--- src/rtl/bubble_sort_ctrl.sv ---
// bubble_sort_ctrl: sequencing FSM for the bubble-sort datapath.
// It owns every datapath control input and consumes the ALU compare flags.
// While idle the host drives the RAM through the forwarded enable/direction.
// While busy the controller walks the nested i/j loops. Each inner step
// reads mem[j] and mem[j+1] into Reg_a/Reg_b, compares them, and writes
// them back swapped when they are out of order.
// Optional build macro: EARLY_EXIT_EN. When it is defined, the sort stops
// after the first pass that makes no swap. When it is undefined, the sort
// always runs N-1 full passes.
module bubble_sort_ctrl #(
    parameter int ADDR_W = 16
) (
    input  logic       clk,
    input  logic       rst,
    input  logic       start,
    input  logic       host_mem_en,
    input  logic       host_rw,
    input  logic       in_1_gt_in_2,
    input  logic       in_1_lt_in_2,
    input  logic       in_1_eq_in_2,
    output logic       busy,
    output logic       mem_en,
    output logic       RW_MEM,
    output logic       ld_a,
    output logic       ld_b,
    output logic       ld_i,
    output logic       ld_j,
    output logic       ld_k,
    output logic       ld_n_1,
    output logic       clear_eoc,
    output logic       preset_eoc,
    output logic       sel_m3,
    output logic       sel_m5,
    output logic       sel_m6,
    output logic       sel_m7,
    output logic       sel_m8,
    output logic [1:0] sel_m1,
    output logic [1:0] sel_m2,
    output logic [1:0] sel_m4,
    output logic [1:0] ALU_sel
);

    // ALU operation codes
    localparam logic [1:0] ALU_ADD  = 2'b00;
    localparam logic [1:0] ALU_SUB  = 2'b01;
    localparam logic [1:0] ALU_CMP  = 2'b10;

    // Mux codes used below
    localparam logic [1:0] M1_I     = 2'd0;
    localparam logic [1:0] M1_J     = 2'd1;
    localparam logic [1:0] M1_A     = 2'd2;
    localparam logic [1:0] M2_N_1   = 2'd0;
    localparam logic [1:0] M2_B     = 2'd1;
    localparam logic [1:0] M2_ONES  = 2'd2;
    localparam logic [1:0] M4_J     = 2'd1;
    localparam logic [1:0] M4_K     = 2'd2;

    typedef enum logic [3:0] {
        IDLE,
        INIT,
        I_CHK,
        J_INIT,
        J_CHK,
        K_CALC,
        RD_A,
        LD_A,
        RD_B,
        LD_B,
        CMP,
        WR_A,
        WR_B,
        J_INC,
        I_INC,
        DONE
    } state_t;

    state_t state_q, state_d;

    // The equality flag and the address width belong to the datapath contract.
    // Swaps only need gt and loop tests only need lt; equal words fall through
    // the "not greater" path, which keeps the sort stable.
    logic [ADDR_W:0] unused_contract;
    assign unused_contract = {in_1_eq_in_2, {ADDR_W{1'b0}}};

`ifdef EARLY_EXIT_EN
    logic swapped_q, swapped_d;

    // Remembers whether the current outer pass performed any swap
    always_ff @(posedge clk or posedge rst) begin
        if (rst) begin
            swapped_q <= 1'b0;
        end else begin
            swapped_q <= swapped_d;
        end
    end
`endif

    // State register; reset forces IDLE immediately
    always_ff @(posedge clk or posedge rst) begin
        if (rst) begin
            state_q <= IDLE;
        end else begin
            state_q <= state_d;
        end
    end

    // Next-state and Moore outputs (IDLE also forwards the host RAM controls)
    always_comb begin
        state_d    = state_q;
`ifdef EARLY_EXIT_EN
        swapped_d  = swapped_q;
`endif
        busy       = 1'b1;
        mem_en     = 1'b0;
        RW_MEM     = 1'b0;
        ld_a       = 1'b0;
        ld_b       = 1'b0;
        ld_i       = 1'b0;
        ld_j       = 1'b0;
        ld_k       = 1'b0;
        ld_n_1     = 1'b0;
        clear_eoc  = 1'b0;
        preset_eoc = 1'b0;
        sel_m3     = 1'b0;
        sel_m5     = 1'b0;
        sel_m6     = 1'b0;
        sel_m7     = 1'b0;
        sel_m8     = 1'b0;
        sel_m1     = 2'd0;
        sel_m2     = 2'd0;
        sel_m4     = 2'd0;
        ALU_sel    = ALU_ADD;

        unique case (state_q)
            IDLE: begin
                // Host owns the RAM: address from addr_ptr, data from data_in
                busy   = 1'b0;
                mem_en = host_mem_en;
                RW_MEM = host_rw;
                if (start) begin
                    clear_eoc = 1'b1;
                    state_d   = INIT;
                end
            end

            INIT: begin
                // n_1 from the datapath, i cleared through m5
                ld_n_1  = 1'b1;
                ld_i    = 1'b1;
                state_d = I_CHK;
            end

            I_CHK: begin
                ALU_sel = ALU_CMP;
                sel_m1  = M1_I;
                sel_m2  = M2_N_1;
                state_d = in_1_lt_in_2 ? J_INIT : DONE;
            end

            J_INIT: begin
                ld_j    = 1'b1;
`ifdef EARLY_EXIT_EN
                swapped_d = 1'b0;
`endif
                state_d = J_CHK;
            end

            J_CHK: begin
                ALU_sel = ALU_CMP;
                sel_m1  = M1_J;
                sel_m2  = M2_N_1;
                state_d = in_1_lt_in_2 ? K_CALC : I_INC;
            end

            K_CALC: begin
                // k = j - (-1) = j + 1
                ALU_sel = ALU_SUB;
                sel_m1  = M1_J;
                sel_m2  = M2_ONES;
                ld_k    = 1'b1;
                state_d = RD_A;
            end

            RD_A: begin
                mem_en  = 1'b1;
                sel_m8  = 1'b1;
                sel_m4  = M4_J;
                state_d = LD_A;
            end

            LD_A: begin
                // RAM output is registered, so mem[j] is valid now
                ld_a    = 1'b1;
                state_d = RD_B;
            end

            RD_B: begin
                mem_en  = 1'b1;
                sel_m8  = 1'b1;
                sel_m4  = M4_K;
                state_d = LD_B;
            end

            LD_B: begin
                ld_b    = 1'b1;
                state_d = CMP;
            end

            CMP: begin
                ALU_sel = ALU_CMP;
                sel_m1  = M1_A;
                sel_m2  = M2_B;
                state_d = in_1_gt_in_2 ? WR_A : J_INC;
            end

            WR_A: begin
                // mem[j] <= b
                mem_en  = 1'b1;
                RW_MEM  = 1'b1;
                sel_m7  = 1'b1;
                sel_m3  = 1'b1;
                sel_m8  = 1'b1;
                sel_m4  = M4_J;
`ifdef EARLY_EXIT_EN
                swapped_d = 1'b1;
`endif
                state_d = WR_B;
            end

            WR_B: begin
                // mem[k] <= a
                mem_en  = 1'b1;
                RW_MEM  = 1'b1;
                sel_m7  = 1'b1;
                sel_m3  = 1'b0;
                sel_m8  = 1'b1;
                sel_m4  = M4_K;
                state_d = J_INC;
            end

            J_INC: begin
                ALU_sel = ALU_SUB;
                sel_m1  = M1_J;
                sel_m2  = M2_ONES;
                sel_m6  = 1'b1;
                ld_j    = 1'b1;
                state_d = J_CHK;
            end

            I_INC: begin
                ALU_sel = ALU_SUB;
                sel_m1  = M1_I;
                sel_m2  = M2_ONES;
                sel_m5  = 1'b1;
                ld_i    = 1'b1;
`ifdef EARLY_EXIT_EN
                state_d = swapped_q ? I_CHK : DONE;
`else
                state_d = I_CHK;
`endif
            end

            DONE: begin
                preset_eoc = 1'b1;
                state_d    = IDLE;
            end

            default: begin
                state_d = IDLE;
            end
        endcase
    end

endmodule

--- config.mk ---
export PLATFORM = sky130hd
export DESIGN_NAME = bubble_sort_ctrl
export DESIGN_NICKNAME = d
export VERILOG_FILES = /design/src/rtl/bubble_sort_ctrl.sv
export SDC_FILE = /design/constraint.sdc
export NUM_CORES = 1
export LEC_CHECK = 0
export ABC_AREA = 1
export CAP_MARGIN = 20
export CORE_AREA = 2 2 39 41
export DETAILED_ROUTE_END_ITERATION = 10
export DIE_AREA = 0 0 41 43
export PLACE_DENSITY = 0.79
export SLEW_MARGIN = 25
export SYNTH_ARGS = -nofsm -noshare
export SYNTH_HDL_FRONTEND = slang
export SYNTH_SLANG_ARGS = --single-unit
export TNS_END_PERCENT = 20
--- constraint.sdc ---
create_clock -name clk -period 1.7 [get_ports clk]
set_clock_uncertainty 0.15 [all_clocks]
set_input_delay 0.17 -clock clk [delete_from_list [all_inputs] [get_ports clk]]
set_output_delay 0.17 -clock clk [all_outputs]
set_load 0.005 [all_outputs]
# After elaboration in Yosys (flattened, before gate mapping)
# Index checks and enable logic that the tools add are counted.
dict set report op_classes {
  eq_ne 16
  n_mux 26
  reduce_logical 10
}
# cell count
set ops {}
lappend ops {{$pmux W4 S14} 1}
lappend ops {{$eq A4 B4 Y1 const B} 8}
lappend ops {{$eq A4 B3 Y1 const B} 4}
lappend ops {{$pmux W2 S2} 4}
lappend ops {{$mux W1} 15}
lappend ops {{$mux W4} 3}
lappend ops {{$reduce_or A2 Y1} 5}
lappend ops {{$reduce_or A3 Y1} 3}
lappend ops {{$eq A4 B2 Y1 const B} 2}
lappend ops {{$eq A4 B1 Y1 const B} 1}
lappend ops {{$logic_not A4 Y1} 1}
lappend ops {{$pmux W1 S2} 2}
lappend ops {{$reduce_or A4 Y1} 1}
lappend ops {{$mux W3} 1}
lappend ops {{$ne A2 B2 Y1 const B} 1}
dict set report totals {
  register_bits 4
  inputBits 8
  output_inout_bits 24
  wordCells 53
}

# Logic depth before layout (Yosys ltp)
dict set report depth {
  word_depth 3
  depth_mapped 7
  mapped_depth_nobuf 7
}

# Least setup slack after synthesis
# OpenSTA, ideal clock, no wires.
dict set report synth_timing {
  path_kind {register to output}
  start {register state_q[2]}
  end {output port sel_m2[0]}
  arrival_ps 935
  required_time_ps 1380
  path_slack_ps 445
  path_stages_with_launch 5
  n_path_buf 1
  path_cell_list {dfrtp_1 > inv_2 > nand2_1 > nor2_1 > buf_4}
}
dict set report synth_via {
  elab_chain_cells 3
  elab_cells_between_ends 6
  cone_classes {eq/ne (4); mux (1); reduce/logical (1)}
}
# element line_no
set synth_lines {}
lappend synth_lines {{from (decl)} 77} ;# state_t state_q, state_d;
lappend synth_lines {{from (signal assigned)} 103} ;# state_q <= state_d;
lappend synth_lines {{$eq A4 B4 Y1 or $eq A4 B3 Y1 (tied branches)} 134} ;# unique case (state_q)
lappend synth_lines {{$reduce_or A3 Y1 (no source line)} n/a}
lappend synth_lines {{$pmux W2 S2 *} 134}
lappend synth_lines {{to (decl)} 38} ;# output logic [1:0] sel_m2,
# Every way passes the cells marked *; elsewhere a longest branch is shown, timed or not.

# Worst setup path after layout
dict set report layout_timing {
  start {register state_q[3]}
  end {output port sel_m7}
}
dict set report layout_via {
  elab_chain_cells 3
  elab_cells_between_ends 4
  cone_classes {eq/ne (2); mux (1); reduce/logical (1)}
}
# element line_no
set layout_lines {}
lappend layout_lines {{$eq A4 B4 Y1} 134}
lappend layout_lines {{$reduce_or A2 Y1 (no source line) *} n/a}
lappend layout_lines {{$mux W1 *} 134}
lappend layout_lines {{to (decl)} 35} ;# output logic sel_m7,
# Marked as above.

==> flow_metrics.env <==
export IMPL_rsz0062_at_grt="yes"
export IMPL_synth_area_top_cells="nand2_1, dfrtp_1, nor2_1"
export IMPL_powerDensity_nw_per_um2=1820
export IMPL_placed_cells=145
export IMPL_grt_max_degree=6
export IMPL_slew_violations=0
export IMPL_fp_dieW_um=41
export IMPL_die_area_sq_um=1760
export IMPL_area_growth_pct=113
export IMPL_worst_pin_slew_ns=0.166
export IMPL_n_antenna_cell=0
export IMPL_p_total_mw=1.79
export IMPL_ir_worst_vdd_mv=0.927
export IMPL_period_minus_slack_ns=1.93
export IMPL_instances_no_fill=152
export IMPL_clk_pin_slew_worst_paths_ns=0.04
export IMPL_dpl_hpwl_mm=1.24
export IMPL_dr_pass1_iters=3
export IMPL_cp_top_family="buffers and inverters"
export IMPL_io_buffers=30
export IMPL_yosys_area_top_type_share_pct=22.0
export IMPL_numCtsBuffers=3
export IMPL_whs_ns=0.464
export IMPL_final_core_util_pct=71.0
export IMPL_min_period_over_period_pct=114
export IMPL_relSlewSlack_pct=88.9
export IMPL_syn_nets=91
export IMPL_r2r_start="state_q[2]$_DFFE_PP0P_"
export IMPL_ys_ff_latch=4
export IMPL_finalHoldViolations=0
export IMPL_die_y_um=43
export IMPL_synthesis_area_per_instance_sq_um=5.56
export IMPL_worstSetupStartpointType="register"
export IMPL_cts_buffer_depth=2
export IMPL_p_leak_nw=0.631
export IMPL_min_from="in_1_gt_in_2"
export IMPL_ant_nets=0
export IMPL_io_pins=32
export IMPL_clock_sinks=4
export IMPL_final_setup_viol_count=8
export IMPL_preCtsSetupSlack_ns=-0.110
export IMPL_top_register="state_q"
export IMPL_synth_top_area_cell="nand2_1"
export IMPL_first_iter_violations=15
export IMPL_antenna_found_initial=0
export IMPL_critPathBufInv=3
export IMPL_setup_worst_path_start="state_q[3]$_DFFE_PP0P_"
export IMPL_grt_pass1_wl_mm=2.49
export IMPL_fin_nets=146
export IMPL_top_regs="state_q (4)"
export IMPL_critPathMaxFanout=5
export IMPL_ys_warnings_count=0
export IMPL_critical_path_class="reg2out"
export IMPL_drt_vias_per_instance=4.54
export IMPL_overflow=0
export IMPL_ys_types=16
export IMPL_grt_pass1_vias=612
export IMPL_worstHoldPathType="in2reg"
export IMPL_drc_errors=0
export IMPL_h_tree_depth=1
export IMPL_synth_area_sq_um=462
export IMPL_core_area_sq_um=1380
export IMPL_ys_async_sr_fraction_pct=100
export IMPL_violations="negative setup slack"
export IMPL_slowest_delay_ns=0.49
export IMPL_critPathSlowestCell="clkdlybuf4s50_1"
export IMPL_status="complete, but fails checks"
export IMPL_worstPathRequired_ns=1.38
export IMPL_ys_flop_type="dfrtp_1"
export IMPL_initial_core_util_pct=33.4
export IMPL_critPathCaptureType="output pin"
export IMPL_synth_edf_count=0
export IMPL_path_cells="buf_4 -> nand2_2 -> nor2_4 -> inv_4 -> nand2_4 -> clkdlybuf4s50_1"
export IMPL_wirelength_mm=1.67
export IMPL_wl_per_cell_um=11.0
export IMPL_maxCapViolCount=0
export IMPL_worstPathArrival_ns=1.61
export IMPL_fmax_mhz=518
export IMPL_fin_ws_ns=-0.231
export IMPL_fin_setup_tns_ns=-1.10
export IMPL_grt_usage_pct=21.4
export IMPL_synthCells=83
export IMPL_largest_reg_flops=4
export IMPL_fp_row_count=14
export IMPL_place_area_sq_um=902
export IMPL_synth_seq_area_share_pct=21.7
export IMPL_cts_root_buf="clkbuf_4"
export IMPL_drive_gt1_share_pct=39.0
export IMPL_vias=690
export IMPL_gp_congestion=0.823
export IMPL_finalInstanceArea_sq_um=982
export IMPL_clkLatencyLatePin_ns=0.23
export IMPL_cts_tree="yes"
cells in the final DEF, fill, tap and decap left out, drive strengths merged:
master,count
nand3,4
dlygate4sd2,7
inv,16
clkbuf,7
nand4,3
dlymetal6s2s,5
nor2,19
clkdlybuf4s50,11
nand2,30
dfrtp,4
nor3,1
clkdlybuf4s15,2
dlygate4sd3,1
o21ai,5
buf,21
cell type report:
cell class                 count  area, sq um
tap                           16         20.0
inverter                      16         62.6
timing repair buffer          51          444
clock buffer                   3         22.5
sequential                     4          101
multi-input combinational     62          332
fill                         109          402
where the power goes:
part / internal [mW] / switching, mW
logic: 0.746 / 0.725
registers: 0.151 / 0.0522
clock network: 0.0789 / 0.0378
kinds of logic after synthesis:
logic type             synth area share [%]
AOI/OAI and AO/OA                      6.23
buffers and inverters                  14.6
DFF                                    21.7
and+or+nand+nor                        57.5
worst reg2reg max path, delay by kind of cell (launching register included):
kind	cells	cell delay (ns)
compound gates	1	0.07
buf+inv	3	0.34
flops	1	0.38
simple gates	4	0.38
worst paths after layout:
kind	end	slack, ns	depth (start not counted)
min in group asynchronous	state_q[3]$_DFFE_PP0P_	0.52	3
setup reg to reg	state_q[2]$_DFFE_PP0P_	0.27	8
setup / recovery	sel_m7	-0.23	6
hold / removal	state_q[1]$_DFFE_PP0P_	0.46	3
max in group asynchronous	state_q[1]$_DFFE_PP0P_	0.72	3
hold reg to reg	state_q[3]$_DFFE_PP0P_	0.61	4
metal layers:
layer | track usage [%] | share of wire [%] | wire length, um
met2 | 34.4 | 48 | 794
met5 | 0 | 0 | 0
met4 | 16.0 | 3.1 | 51
met1 | 25.4 | 44 | 740
met3 | 0 | 4.9 | 81
cell usage after synthesis, types with 2 or more instances:
master	count
nand2_1	27
nor2_1	15
inv_1	10
inv_2	6
dfrtp_1	4
nand3_1	4
nand4_1	3
nor2_4	3
o21ai_1	3
nand2_2	2
repair_timing:
action,in CTS,in global routing
resized for setup,30,18
setup endpoints to repair,24,22
pin swaps,5,5
gates cloned,0,0
hold buffers,1,0
hold endpoints to repair,4,0
buffers inserted,3,0
(Power assumes the default switching activity.)
